$ cat src/rtl/y86_pkg.sv
// Shared Y86-64 encodings: instruction codes, status codes and jump/cmov
// condition codes. Used by the pipeline control unit and the datapath stages.
package y86_pkg;

    typedef logic [3:0] icode_t;
    typedef logic [2:0] stat_t;

    localparam icode_t I_HALT   = 4'h0;
    localparam icode_t I_NOP    = 4'h1;
    localparam icode_t I_RRMOVQ = 4'h2;
    localparam icode_t I_IRMOVQ = 4'h3;
    localparam icode_t I_RMMOVQ = 4'h4;
    localparam icode_t I_MRMOVQ = 4'h5;
    localparam icode_t I_OPQ    = 4'h6;
    localparam icode_t I_JXX    = 4'h7;
    localparam icode_t I_CALL   = 4'h8;
    localparam icode_t I_RET    = 4'h9;
    localparam icode_t I_PUSHQ  = 4'hA;
    localparam icode_t I_POPQ   = 4'hB;

    localparam stat_t S_AOK = 3'd1;
    localparam stat_t S_HLT = 3'd2;
    localparam stat_t S_ADR = 3'd3;
    localparam stat_t S_INS = 3'd4;

    localparam logic [3:0] C_YES = 4'h0;
    localparam logic [3:0] C_LE  = 4'h1;
    localparam logic [3:0] C_L   = 4'h2;
    localparam logic [3:0] C_E   = 4'h3;
    localparam logic [3:0] C_NE  = 4'h4;
    localparam logic [3:0] C_GE  = 4'h5;
    localparam logic [3:0] C_G   = 4'h6;

    // Register-id value meaning "no register"
    localparam logic [3:0] REG_NONE = 4'hF;

endpackage

$ cat src/rtl/y86_pipe_ctrl_if.sv
// Bundle between the pipeline datapath (master) and the control unit (slave).
interface y86_pipe_ctrl_if #(parameter int CNT_W = 32);
    import y86_pkg::*;

    icode_t     D_icode;
    logic [3:0] d_srcA;
    logic [3:0] d_srcB;
    icode_t     E_icode;
    logic [3:0] E_ifun;
    logic [3:0] E_dstM;
    logic       e_zf;
    logic       e_sf;
    logic       e_of;
    icode_t     M_icode;
    stat_t      m_stat;
    icode_t     W_icode;
    stat_t      W_stat;

    logic       e_cnd;
    logic       zf;
    logic       sf;
    logic       of;
    logic       F_stall;
    logic       D_stall;
    logic       D_bubble;
    logic       E_bubble;
    logic       M_bubble;
    logic       W_stall;
    logic       halted;
    stat_t      stat_out;
    logic [CNT_W-1:0] cycle_cnt;
    logic [CNT_W-1:0] retired_cnt;

    modport master (
        output D_icode, d_srcA, d_srcB, E_icode, E_ifun, E_dstM,
               e_zf, e_sf, e_of, M_icode, m_stat, W_icode, W_stat,
        input  e_cnd, zf, sf, of, F_stall, D_stall, D_bubble, E_bubble,
               M_bubble, W_stall, halted, stat_out, cycle_cnt, retired_cnt
    );

    modport slave (
        input  D_icode, d_srcA, d_srcB, E_icode, E_ifun, E_dstM,
               e_zf, e_sf, e_of, M_icode, m_stat, W_icode, W_stat,
        output e_cnd, zf, sf, of, F_stall, D_stall, D_bubble, E_bubble,
               M_bubble, W_stall, halted, stat_out, cycle_cnt, retired_cnt
    );

endinterface

$ cat src/rtl/y86_cc_unit.sv
// Condition-code register and branch/cmov condition evaluation for execute.
module y86_cc_unit
    import y86_pkg::*;
(
    input  logic       clk,
    input  logic       rst_n,
    input  icode_t     E_icode_i,
    input  logic [3:0] E_ifun_i,
    input  logic       e_zf_i,
    input  logic       e_sf_i,
    input  logic       e_of_i,
    input  stat_t      m_stat_i,
    input  stat_t      W_stat_i,
    input  logic       halted_i,
    output logic       e_cnd_o,
    output logic       zf_o,
    output logic       sf_o,
    output logic       of_o
);

    logic zf_q, sf_q, of_q;
    logic zf_d, sf_d, of_d;
    logic set_cc;
    logic lt;
    logic cnd_raw;

    // An OPQ updates flags only if no older instruction is faulting and the core still runs
    always_comb begin
        set_cc = (E_icode_i == I_OPQ) && (m_stat_i == S_AOK) &&
                 (W_stat_i == S_AOK) && !halted_i;
        zf_d = zf_q;
        sf_d = sf_q;
        of_d = of_q;
        if (set_cc) begin
            zf_d = e_zf_i;
            sf_d = e_sf_i;
            of_d = e_of_i;
        end
    end

    // Flag register; reset state is "last result was zero"
    always_ff @(posedge clk or negedge rst_n) begin
        if (!rst_n) begin
            zf_q <= 1'b1;
            sf_q <= 1'b0;
            of_q <= 1'b0;
        end else begin
            zf_q <= zf_d;
            sf_q <= sf_d;
            of_q <= of_d;
        end
    end

    // Evaluate ifun against registered flags; non-conditional instructions see "true"
    always_comb begin
        lt      = sf_q ^ of_q;
        cnd_raw = 1'b0;
        case (E_ifun_i)
            C_YES:   cnd_raw = 1'b1;
            C_LE:    cnd_raw = lt | zf_q;
            C_L:     cnd_raw = lt;
            C_E:     cnd_raw = zf_q;
            C_NE:    cnd_raw = ~zf_q;
            C_GE:    cnd_raw = ~lt;
            C_G:     cnd_raw = ~lt & ~zf_q;
            default: cnd_raw = 1'b0;
        endcase
        if ((E_icode_i == I_JXX) || (E_icode_i == I_RRMOVQ)) begin
            e_cnd_o = cnd_raw;
        end else begin
            e_cnd_o = 1'b1;
        end
    end

    assign zf_o = zf_q;
    assign sf_o = sf_q;
    assign of_o = of_q;

endmodule

$ cat src/rtl/y86_pipe_ctrl.sv
// Pipeline control: hazard stall/bubble generation, exception/halt drain FSM,
// and cycle / retired-instruction counters.
//
// state     | meaning
// ----------+------------------------------------------------------------
// ST_RUN    | normal operation
// ST_DRAIN  | faulting instruction seen in M, waiting for it to reach W
// ST_HALTED | final status latched, pipeline frozen until reset
module y86_pipe_ctrl
    import y86_pkg::*;
#(
    parameter int CNT_W = 32
)
(
    input logic            clk,
    input logic            rst_n,
    y86_pipe_ctrl_if.slave bus
);

    typedef enum logic [1:0] {
        ST_RUN    = 2'd0,
        ST_DRAIN  = 2'd1,
        ST_HALTED = 2'd2
    } ctrl_state_e;

    ctrl_state_e      state_q, state_d;
    stat_t            stat_q, stat_d;
    logic [CNT_W-1:0] cyc_q, cyc_d;
    logic [CNT_W-1:0] ret_q, ret_d;

    logic halted;
    logic e_cnd;
    logic cc_zf, cc_sf, cc_of;
    logic load_use, ret_hz, mispred;

    assign halted = (state_q == ST_HALTED);

    y86_cc_unit u_cc (
        .clk       (clk),
        .rst_n     (rst_n),
        .E_icode_i (bus.E_icode),
        .E_ifun_i  (bus.E_ifun),
        .e_zf_i    (bus.e_zf),
        .e_sf_i    (bus.e_sf),
        .e_of_i    (bus.e_of),
        .m_stat_i  (bus.m_stat),
        .W_stat_i  (bus.W_stat),
        .halted_i  (halted),
        .e_cnd_o   (e_cnd),
        .zf_o      (cc_zf),
        .sf_o      (cc_sf),
        .of_o      (cc_of)
    );

    // Hazard detection and per-stage stall/bubble controls (same-cycle)
    always_comb begin
        load_use = ((bus.E_icode == I_MRMOVQ) || (bus.E_icode == I_POPQ)) &&
                   (bus.E_dstM != REG_NONE) &&
                   ((bus.E_dstM == bus.d_srcA) || (bus.E_dstM == bus.d_srcB));
        ret_hz   = (bus.D_icode == I_RET) || (bus.E_icode == I_RET) ||
                   (bus.M_icode == I_RET);
        mispred  = (bus.E_icode == I_JXX) && !e_cnd;

        bus.F_stall  = 1'b1;
        bus.D_stall  = 1'b1;
        bus.D_bubble = 1'b0;
        bus.E_bubble = 1'b0;
        bus.M_bubble = 1'b0;
        bus.W_stall  = 1'b1;
        if (!halted) begin
            bus.F_stall  = load_use | ret_hz;
            bus.D_stall  = load_use;
            // D register gives bubble priority over stall when both are set
            bus.D_bubble = mispred | (ret_hz & ~load_use);
            bus.E_bubble = mispred | load_use;
            bus.M_bubble = (bus.m_stat != S_AOK) | (bus.W_stat != S_AOK);
            bus.W_stall  = (bus.W_stat != S_AOK);
        end
    end

    // Status FSM next-state; final status captured on the transition into HALTED
    always_comb begin
        state_d = state_q;
        stat_d  = stat_q;
        case (state_q)
            ST_RUN: begin
                if (bus.W_stat != S_AOK) begin
                    state_d = ST_HALTED;
                    stat_d  = bus.W_stat;
                end else if (bus.m_stat != S_AOK) begin
                    state_d = ST_DRAIN;
                end
            end
            ST_DRAIN: begin
                if (bus.W_stat != S_AOK) begin
                    state_d = ST_HALTED;
                    stat_d  = bus.W_stat;
                end
            end
            ST_HALTED: begin
                state_d = ST_HALTED;
            end
            default: begin
                state_d = ST_RUN;
            end
        endcase
    end

    // Performance counters, frozen once halted
    always_comb begin
        cyc_d = cyc_q;
        ret_d = ret_q;
        if (!halted) begin
            cyc_d = cyc_q + CNT_W'(1);
            if ((bus.W_stat == S_AOK) && (bus.W_icode != I_NOP)) begin
                ret_d = ret_q + CNT_W'(1);
            end
        end
    end

    // State, status and counter registers
    always_ff @(posedge clk or negedge rst_n) begin
        if (!rst_n) begin
            state_q <= ST_RUN;
            stat_q  <= S_AOK;
            cyc_q   <= '0;
            ret_q   <= '0;
        end else begin
            state_q <= state_d;
            stat_q  <= stat_d;
            cyc_q   <= cyc_d;
            ret_q   <= ret_d;
        end
    end

    assign bus.e_cnd       = e_cnd;
    assign bus.zf          = cc_zf;
    assign bus.sf          = cc_sf;
    assign bus.of          = cc_of;
    assign bus.halted      = halted;
    assign bus.stat_out    = stat_q;
    assign bus.cycle_cnt   = cyc_q;
    assign bus.retired_cnt = ret_q;

endmodule

$ cat src/flat_wrapper.sv
// flat-port wrapper written by rule: the top's interface ports become plain ports
module y86_pipe_ctrl_flat import y86_pkg::*;
#(
    parameter int CNT_W = 32
)
  (clk, rst_n, bus_D_icode, bus_d_srcA, bus_d_srcB, bus_E_icode, bus_E_ifun, bus_E_dstM, bus_e_zf, bus_e_sf, bus_e_of, bus_M_icode, bus_m_stat, bus_W_icode, bus_W_stat, bus_e_cnd, bus_zf, bus_sf, bus_of, bus_F_stall, bus_D_stall, bus_D_bubble, bus_E_bubble, bus_M_bubble, bus_W_stall, bus_halted, bus_stat_out, bus_cycle_cnt, bus_retired_cnt);
  y86_pipe_ctrl_if #(.CNT_W(CNT_W)) bus_i ();
  input logic clk;
  input logic rst_n;
  input wire logic [$bits(bus_i.D_icode)-1:0] bus_D_icode;
  input wire logic [$bits(bus_i.d_srcA)-1:0] bus_d_srcA;
  input wire logic [$bits(bus_i.d_srcB)-1:0] bus_d_srcB;
  input wire logic [$bits(bus_i.E_icode)-1:0] bus_E_icode;
  input wire logic [$bits(bus_i.E_ifun)-1:0] bus_E_ifun;
  input wire logic [$bits(bus_i.E_dstM)-1:0] bus_E_dstM;
  input wire logic [$bits(bus_i.e_zf)-1:0] bus_e_zf;
  input wire logic [$bits(bus_i.e_sf)-1:0] bus_e_sf;
  input wire logic [$bits(bus_i.e_of)-1:0] bus_e_of;
  input wire logic [$bits(bus_i.M_icode)-1:0] bus_M_icode;
  input wire logic [$bits(bus_i.m_stat)-1:0] bus_m_stat;
  input wire logic [$bits(bus_i.W_icode)-1:0] bus_W_icode;
  input wire logic [$bits(bus_i.W_stat)-1:0] bus_W_stat;
  output wire logic [$bits(bus_i.e_cnd)-1:0] bus_e_cnd;
  output wire logic [$bits(bus_i.zf)-1:0] bus_zf;
  output wire logic [$bits(bus_i.sf)-1:0] bus_sf;
  output wire logic [$bits(bus_i.of)-1:0] bus_of;
  output wire logic [$bits(bus_i.F_stall)-1:0] bus_F_stall;
  output wire logic [$bits(bus_i.D_stall)-1:0] bus_D_stall;
  output wire logic [$bits(bus_i.D_bubble)-1:0] bus_D_bubble;
  output wire logic [$bits(bus_i.E_bubble)-1:0] bus_E_bubble;
  output wire logic [$bits(bus_i.M_bubble)-1:0] bus_M_bubble;
  output wire logic [$bits(bus_i.W_stall)-1:0] bus_W_stall;
  output wire logic [$bits(bus_i.halted)-1:0] bus_halted;
  output wire logic [$bits(bus_i.stat_out)-1:0] bus_stat_out;
  output wire logic [$bits(bus_i.cycle_cnt)-1:0] bus_cycle_cnt;
  output wire logic [$bits(bus_i.retired_cnt)-1:0] bus_retired_cnt;
  assign bus_i.D_icode = bus_D_icode;
  assign bus_i.d_srcA = bus_d_srcA;
  assign bus_i.d_srcB = bus_d_srcB;
  assign bus_i.E_icode = bus_E_icode;
  assign bus_i.E_ifun = bus_E_ifun;
  assign bus_i.E_dstM = bus_E_dstM;
  assign bus_i.e_zf = bus_e_zf;
  assign bus_i.e_sf = bus_e_sf;
  assign bus_i.e_of = bus_e_of;
  assign bus_i.M_icode = bus_M_icode;
  assign bus_i.m_stat = bus_m_stat;
  assign bus_i.W_icode = bus_W_icode;
  assign bus_i.W_stat = bus_W_stat;
  assign bus_e_cnd = bus_i.e_cnd;
  assign bus_zf = bus_i.zf;
  assign bus_sf = bus_i.sf;
  assign bus_of = bus_i.of;
  assign bus_F_stall = bus_i.F_stall;
  assign bus_D_stall = bus_i.D_stall;
  assign bus_D_bubble = bus_i.D_bubble;
  assign bus_E_bubble = bus_i.E_bubble;
  assign bus_M_bubble = bus_i.M_bubble;
  assign bus_W_stall = bus_i.W_stall;
  assign bus_halted = bus_i.halted;
  assign bus_stat_out = bus_i.stat_out;
  assign bus_cycle_cnt = bus_i.cycle_cnt;
  assign bus_retired_cnt = bus_i.retired_cnt;
  y86_pipe_ctrl #(.CNT_W(CNT_W)) u_core (.clk(clk), .rst_n(rst_n), .bus(bus_i));
endmodule
$ cat config.mk
export PLATFORM = sky130hd
export DESIGN_NAME = y86_pipe_ctrl_flat
export DESIGN_NICKNAME = d
export VERILOG_FILES = /design/src/rtl/y86_pkg.sv /design/src/rtl/y86_pipe_ctrl_if.sv /design/src/rtl/y86_cc_unit.sv /design/src/rtl/y86_pipe_ctrl.sv /design/src/flat_wrapper.sv
export SDC_FILE = /design/constraint.sdc
export NUM_CORES = 1
export LEC_CHECK = 0
export CAP_MARGIN = 30
export CORE_MARGIN = 2
export CORE_UTILIZATION = 41
export DETAILED_ROUTE_END_ITERATION = 8
export PLACE_DENSITY_LB_ADDON = 0.05
export SLEW_MARGIN = 30
export SYNTH_ARGS = -nofsm -noshare
export SYNTH_HDL_FRONTEND = slang
export SYNTH_SLANG_ARGS = --single-unit
$ cat constraint.sdc
create_clock -name clk -period 2.6 [get_ports clk]
set_input_delay 0.52 -clock clk [delete_from_list [all_inputs] [get_ports clk]]
set_output_delay 0.52 -clock clk [all_outputs]
set_load 0.03 [all_outputs]
# Word level (Yosys, flattened, before mapping)
# Index checks and enable logic that the tools add are counted.
# totals
word_cells,79
register_bits,72
# classes
muxes,12
eq_ne,26
bitwise,12
n_addsub,2
reduce_logical,20
# ops
op,count
$add A32 B1 Y32 const B,2
$eq A4 B3 Y1 const B,6
$eq A4 B4 Y1 const B,4
$eq A4 B2 Y1 const B,3
$ne A3 B1 Y1 const B,3
$eq A4 B4 Y1,2
$logic_and A1 B1 Y1,7
$mux W1,7
$pmux W1 S7,1
$eq A3 B1 Y1 const B,2
$mux W2,3
$pmux W2 S3,1
$reduce_and A2 Y1,3
$logic_or A1 B1 Y1,5
$or A1 B1 Y1,5
$eq A4 B1 Y1 const B,1
$logic_not A4 Y1,1
$ne A4 B1 Y1 const B,1
$ne A4 B4 Y1 const B,1
$not A1 Y1,4
$and A1 B1 Y1,2
$eq A2 B1 Y1 const B,1
$eq A2 B2 Y1 const B,1
$logic_not A1 Y1,2
4 further kinds,4

# Longest topological paths before layout
# Gate-level depths: netlist of run 1.
# depth
word_depth,9
depth_mapped,8
mapped_depth_nobuf,7

# Cells and area by module
# A second synthesis of run 1 with hierarchy kept.
# hier_totals
hier_cells,349
hier_area_um2,3772.4
# by_module_without_submodules
mod,instances,seq_area_each_um2,area_per_inst_um2,cells_per_inst
y86_pipe_ctrl,1,1727.9,3527.1,327
y86_cc_unit,1,76.3,245.2,22

# Worst setup path before layout of run 1
# Ideal clock, no wire load.
# synth_path
path_kind,register to register
start,reg u_core.state_q[0]
end,"reg u_core.ret_q[27], in the netlist u_core.bus.retired_cnt[27]"
stages_incl_launch_ff,9
arrival_time_ns,2.676
setup_slack_ns,-0.209
setup_ns,0.133
path_cell_list,dfrtp_1 -> inv_1 -> ha_1 -> or4b_1 -> clkbuf_2 -> or4_4 -> nor4_4 -> nand4_1 -> xnor2_1
# synth_via
elab_chain_len,3
# synth_rtl
element,line_no,text
start: declaration,y86_pipe_ctrl.sv:26,"ctrl_state_e state_q, state_d;"
start signal: assignment,y86_pipe_ctrl.sv:129,state_q <= state_d;
$eq A2 B2 Y1,y86_pipe_ctrl.sv:36,assign halted = (state_q == ST_HALTED);
via bus_halted,flat_wrapper.sv:33,output wire logic [$bits(bus_i.halted)-1:0] bus_halted;
$not A1 Y1 (no source line),--,
$reduce_and A2 Y1 (no source line),--,
end signal: assignment,y86_pipe_ctrl.sv:132,ret_q <= ret_d;
end: declaration,y86_pipe_ctrl.sv:29,"logic [CNT_W-1:0] ret_q, ret_d;"
# The timed path passes the listed nets, and every way through them passes these cells.
# A chain may end at the register's enable or synchronous reset.

# Worst setup path in the final report of run 1
# layout_path
start,in bus_W_stat[0]
end,out bus_W_stall
# layout_via
elab_chain_len,2
# layout_rtl
element,line_no,text
start: declaration,flat_wrapper.sv:22,input wire logic [$bits(bus_i.W_stat)-1:0] bus_W_stat;
$ne A3 B1 Y1,y86_pipe_ctrl.sv:77,bus.W_stall = (bus.W_stat != S_AOK);
$mux W1,y86_pipe_ctrl.sv:70,if (!halted) begin
end: declaration,flat_wrapper.sv:32,output wire logic [$bits(bus_i.W_stall)-1:0] bus_W_stall;
# No other way between the ends.

==> impl_metrics.ini, run 1 <==
[final_layout]
drive_gt1_frac = 0.147
fillers = 668
area.growth.synth_to_final_pct = 49.6
fin_cells = 587
n_antenna_cell = 0
final_net_count = 527
final_core_util = 0.638

[worst_setup_path]
worst_setup_path_start_kind = primary input
max_stage_delay_ns = 0.48
crit_top_cell = buf_4
crit_family = buffers and inverters
path_cells = clkdlybuf4s50_1 > buf_4 > or4b_4 > buf_4 > clkdlybuf4s15_2
worstPathArrival_ns = 2.01
crit_path_end_kind = primary output
worstPathRequired_ns = 2.08
crit_type = in -> out
critPathMaxFanout = 4
critPathSlowestCell = or4b_4
crit_buf_inv = 4

[timing]
fmax_mhz = 396
rsz0062_at_grt = false
slew-limit-headroom = 0.513
finalClockSkew_ns = 0.00922
fin_crit_sh = 0.972
setup_slack_ns = 0.0724
finalCriticalPeriod_ns = 2.53
hold_viol = 0
setup_violations = 0
maxSlewViolCount = 0
tns_ns = 0
tightest_slew_ns = 0.720

[grt]
overflow = 0
gr-max-usage-layer = met2
grt_usage = 0.181
grt_pass1_wl_mm = 14.1
antenna_found_initial = 0
met3_usage = 0.0506
grt_max_degree = 73
gr-usage-met1 = 0.229
met2_usage = 0.298
grt_pass1_vias = 3064

[power_and_ir_drop]
p_seq_frac = 0.423
ir_worst_vdd_mv = 0.505
power.internal_mw = 2.20
switchingPower_uw = 987
p_leak_nw = 2.34
power.total_mw = 3.19
clock_power_share = 0.304
combPwrFrac = 0.273
switching_share = 0.310
power_density_mw_per_mm2 = 601

[run]
drv_cap = 0

[place]
place_inst = 571
gp_congestion = 0.832
hpwl_mm = 6.10
io_buffers = 120
place_ws_ns = -0.692

[route]
vias_per_cell = 5.01
antenna_left = 0
drtPass1Iterations = 4
postRouteWirelength_mm = 8.23
wl_per_cell_um = 14.0
first_iter_violations = 67
dr_total_vias = 2940
drc = 0

[worst_hold_path]
worstHoldPathType = in -> async

[logic_synthesis]
yosysMostFrequentCell = dfrtp_1
yosys_most_used_dff = dfrtp_1
ys_async_sr_fraction = 1.00
syn_area_mm2 = 0.00354
synth_common_cells = dfrtp_1 (70), xnor2_1 (51), nand2_1 (34)
avgSynthCellArea_um2 = 10.9
yosys_warnings = 0
synth_nets = 375
netlist_top_cells_area = dfrtp_1 (49%), xnor2_1 (13%), xor2_1 (5.2%)
syn-instance-count = 326
synth_top_area_share = 0.495
yosys_register_bits = 72
synth.distinct_cells = 44
synth-seq-area-share = 0.509
synth-edff-count = 0
synth_top_area_cell = dfrtp_1

[cts]
clk_latency_ns = 0.34
cts_hold_buf = 0
path_clk_slew_ns = 0.08
clock_sinks = 72
root_buffer = clkbuf_8
cts_max_level = 3
cts_tree = done
cts_buffers = 9
cts.path.max_buffers = 2

[floorplanning]
die_y_um = 97.0
core_area_mm2 = 0.00830
dieWidth_um = 97.0
num_rows = 33
die-area_mm2 = 0.00940
initial_core_util = 0.427
pin_count = 121

[status]
status = finished, final reports clean
flip-flops by register name, summed over array words and instances, names as in the netlist:
register	count
u_core.bus.retired_cnt	32
u_core.bus.stat_out	3
u_core.u_cc.of_o	1
u_core.u_cc.zf_o	1
u_core.bus.cycle_cnt	32
u_core.u_cc.sf_o	1
u_core.state_q	2
power groups by stage:
stage	logic, mW	clock network (mW)	registers, mW
floorplan	0.286	0	1.53
global placement	0.858	0	1.37
detailed placement	0.869	0	1.36
CTS	0.870	1.00	1.35
global route	0.938	1.04	1.37
finish	0.870	0.969	1.35
cells by family (layout without fill, tap and decap cells):
family	Yosys count	count (layout)	share of synthesized area
compound gates	14	14	0.0244
flops	72	72	0.509
mux	8	8	0.0254
xor+xnor	72	72	0.178
fa+ha+maj	6	6	0.0212
buf+inv	8	164	0.00883
simple gates	146	146	0.233
what timing repair did:
action,4_1_cts,5_1_grt
buffers inserted,0,1
pin swaps,5,2
resized for setup,30,6
endpoints found under the setup margin,7,7
cells in the final DEF, fill, tap and decap left out, drive strengths merged, types with 2 or more instances in the layout:
| master | instances |
|---|---|
| clkbuf | 10 |
| o21ai | 4 |
| or3b | 3 |
| xor2 | 21 |
| and4 | 2 |
| nor4 | 7 |
| nand2 | 34 |
| and3 | 11 |
| mux2 | 8 |
| or4b | 2 |
| clkdlybuf4s50 | 106 |
| nor3 | 6 |
| buf | 30 |
| dfrtp | 70 |
| nand3 | 24 |
| dlygate4sd2 | 2 |
| clkinv | 2 |
| nor4bb | 4 |
| nor3b | 3 |
| nor2 | 23 |
| nor4b | 2 |
| ha | 6 |
| nand4 | 14 |
| and3b | 2 |
| bufinv | 2 |
| inv | 6 |
| xnor2 | 51 |
| dlymetal6s2s | 4 |
| a21oi | 4 |
| nand4b | 2 |
| dfstp | 2 |
path summary, 6_finish.rpt:
kind | start | end | slack, ns | cells after the start
max in group asynchronous | rst_n | u_core.bus.cycle_cnt[1]$_DFFE_PN0N_ | 1.97 | 1
min | rst_n | u_core.bus.cycle_cnt[24]$_DFFE_PN0N_ | 0.18 | 1
min reg2reg | u_core.bus.cycle_cnt[31]$_DFFE_PN0N_ | u_core.bus.cycle_cnt[31]$_DFFE_PN0N_ | 0.47 | 1
max | bus_W_stat[0] | bus_W_stall | 0.07 | 5
max reg2reg | u_core.state_q[0]$_DFFE_PN0P_ | u_core.bus.retired_cnt[26]$_DFFE_PN0P_ | 0.23 | 8
min in group clk | u_core.bus.cycle_cnt[31]$_DFFE_PN0N_ | u_core.bus.cycle_cnt[31]$_DFFE_PN0N_ | 0.47 | 1
layer usage:
| layer | vias up | wire [um] | part of all wire |
|---|---|---|---|
| met3 | 14 | 489 | 0.059 |
| met5 | - | 0 | 0 |
| met4 | 0 | 155 | 0.019 |
| li1 | 1437 | - | - |
| met1 | 1409 | 3690 | 0.45 |
| met2 | 80 | 3900 | 0.47 |
cell type report:
type,instances,area [um2],area share
multi-input combinational,246,1750,0.331
clock inverter,5,81.3,0.0153
clock buffer,10,138,0.0260
inverter,6,22.5,0.00425
tap,105,131,0.0248
sequential,72,1800,0.340
timing repair buffer,143,1370,0.258
worst reg2reg max path: cells and delay by family (launching register included):
family,cells,cell delay (ns)
xor+xnor,1,0.14
buf+inv,2,0.26
fa+ha+maj,1,0.20
flops,1,0.34
simple gates,4,1.33
per-stage QoR:
stage	hold WS, ns	cell area [um2]
after global routing	0.226	5300
after floorplan	0.224	3560
final	0.184	5300
after detailed placement	0.460	5030
after CTS	0.352	5270
after global placement	0.457	5030
Note: power is estimated with default switching activity, not from simulation.
==> inputs of run 2 (changes only) <==
CAP_MARGIN = not set   (was 30)
CORE_UTILIZATION = 49   (was 41)
clock period = 3.1 ns   (was 2.6 ns; I/O delays follow)
==> impl_metrics.ini, run 2 (synthesis results as in run 1) <==
[worst_setup_path]
worstPathArrival_ns = 2.42
crit_path_end_kind = primary output
crit_type = in -> out
critPathMaxFanout = 2
worst_setup_path_start_kind = primary input
worstPathRequired_ns = 2.48

[final_layout]
final_common_cell = clkdlybuf4s50_1
area.growth.synth_to_final_pct = 45.5
final_net_count = 519
n_antenna_cell = 0
layout_common_cells = clkdlybuf4s50_1 (112), dfrtp_1 (70), xnor2_1 (51), nand2_1 (34), nand3_1 (24)
drive_gt1_frac = 0.124

[power_and_ir_drop]
ir_worst_vdd_mv = 0.423
power_density_mw_per_mm2 = 489
power.total_mw = 2.52
p_leak_nw = 2.22

[route]
dr_total_vias = 2921
antenna_left = 0
wl_per_cell_um = 13.9
postRouteWirelength_mm = 7.92
drtPass1Iterations = 4
vias_per_cell = 5.12
drc = 0
first_iter_violations = 93

[timing]
fin_crit_sh = 0.981
setup_violations = 0
slew-limit-headroom = 0.499
rsz0062_at_grt = true
maxSlewViolCount = 0
holdWs_ns = 0.333
tightest_slew_ns = 0.742
finalClockSkew_ns = 0.0126
finalCriticalPeriod_ns = 3.04
tns_ns = 0
hold_viol = 0
fmax_mhz = 329

[cts]
cts_tree = done
cts_buffers = 9
post_cts_buffers = 0
cts_hold_buf = 0
path_clk_slew_ns = 0.08
cts_max_level = 3
clock_sinks = 72
root_buffer = clkbuf_8
cts.path.max_buffers = 2
clk_latency_ns = 0.35

[place]
hpwl_mm = 6.08
io_buffers = 120
gp_congestion = 0.782

[grt]
grt_pass1_vias = 2915
grt_max_degree = 40
antenna_found_initial = 0
grt_pass1_wl_mm = 13.1
overflow = 0
grt_usage = 0.210

[status]
status = finished, final reports clean

[floorplanning]
core_area_mm2 = 0.00691
num_rows = 30
pin_count = 121
initial_core_util = 0.513
dieWidth_um = 89.0
die_y_um = 89.0
die-area_mm2 = 0.00792

[worst_hold_path]
worstHoldPathType = in -> async

[run]
drv_cap = 0
## run 2: layout make-up
cell class / instances / area [um2]
clock inverter: 6 / 42.5
multi-input combinational: 246 / 1720
sequential: 72 / 1800
timing repair buffer: 135 / 1310
tap: 96 / 120
clock buffer: 10 / 138
fill: 552 / 1750
inverter: 6 / 22.5
## run 2: critical path, cell delays in order
cell,delay [ns]
clkdlybuf4s50_1,0.47
nor2b_1,0.17
a21oi_1,0.07
nor3b_2,0.19
nor3_1,0.06
or4b_2,0.63
buf_2,0.20
## run 2: metrics by stage
| stage | cells | setup WS (ns) | cell area (um2) | util |
|---|---|---|---|---|
| CTS | 571 | -0.0390 | 5150 | 0.746 |
| detailed placement | 555 | -0.412 | 4960 | 0.719 |
| global placement | 555 | -0.347 | 4960 | 0.719 |
| global route | 571 | -0.0328 | 5150 | 0.746 |
| finish | 571 | 0.0584 | 5150 | 0.746 |
| floorplan | 326 | 0.291 | 3540 | - |
## run 2: power breakdown
part	total (mW)	internal (mW)	switching, mW
combinational	0.708	0.331	0.376
clock	0.678	0.313	0.364
sequential	1.13	1.03	0.106
## run 2: per-layer routing
| metal | wire [um] | global-route usage |
|---|---|---|
| met1 | 3520 | 0.263 |
| met2 | 3880 | 0.356 |
| met3 | 404 | 0.0499 |
| met4 | 110 | 0.0773 |
| met5 | 0 | 0 |
## run 2: worst paths after layout
check,slack [ns],endpoint,startpoint,depth (start not counted)
hold / removal,0.33,u_core.bus.cycle_cnt[22]$_DFFE_PN0N_,rst_n,1
hold reg to reg,0.47,u_core.bus.cycle_cnt[31]$_DFFE_PN0N_,u_core.bus.cycle_cnt[31]$_DFFE_PN0N_,1
min in group clk,0.47,u_core.bus.cycle_cnt[31]$_DFFE_PN0N_,u_core.bus.cycle_cnt[31]$_DFFE_PN0N_,1
setup / recovery,0.06,bus_e_cnd,bus_E_ifun[0],7
setup reg to reg,0.49,u_core.bus.retired_cnt[27]$_DFFE_PN0P_,u_core.state_q[0]$_DFFE_PN0P_,7
max in group asynchronous,2.03,u_core.u_cc.zf_o$_DFFE_PN1P_,rst_n,2
## run 2: timing repair
action | in CTS | in global routing
endpoints found under the setup margin | 2 | 3
pin swaps | 0 | 1
gates resized for setup | 5 | 4
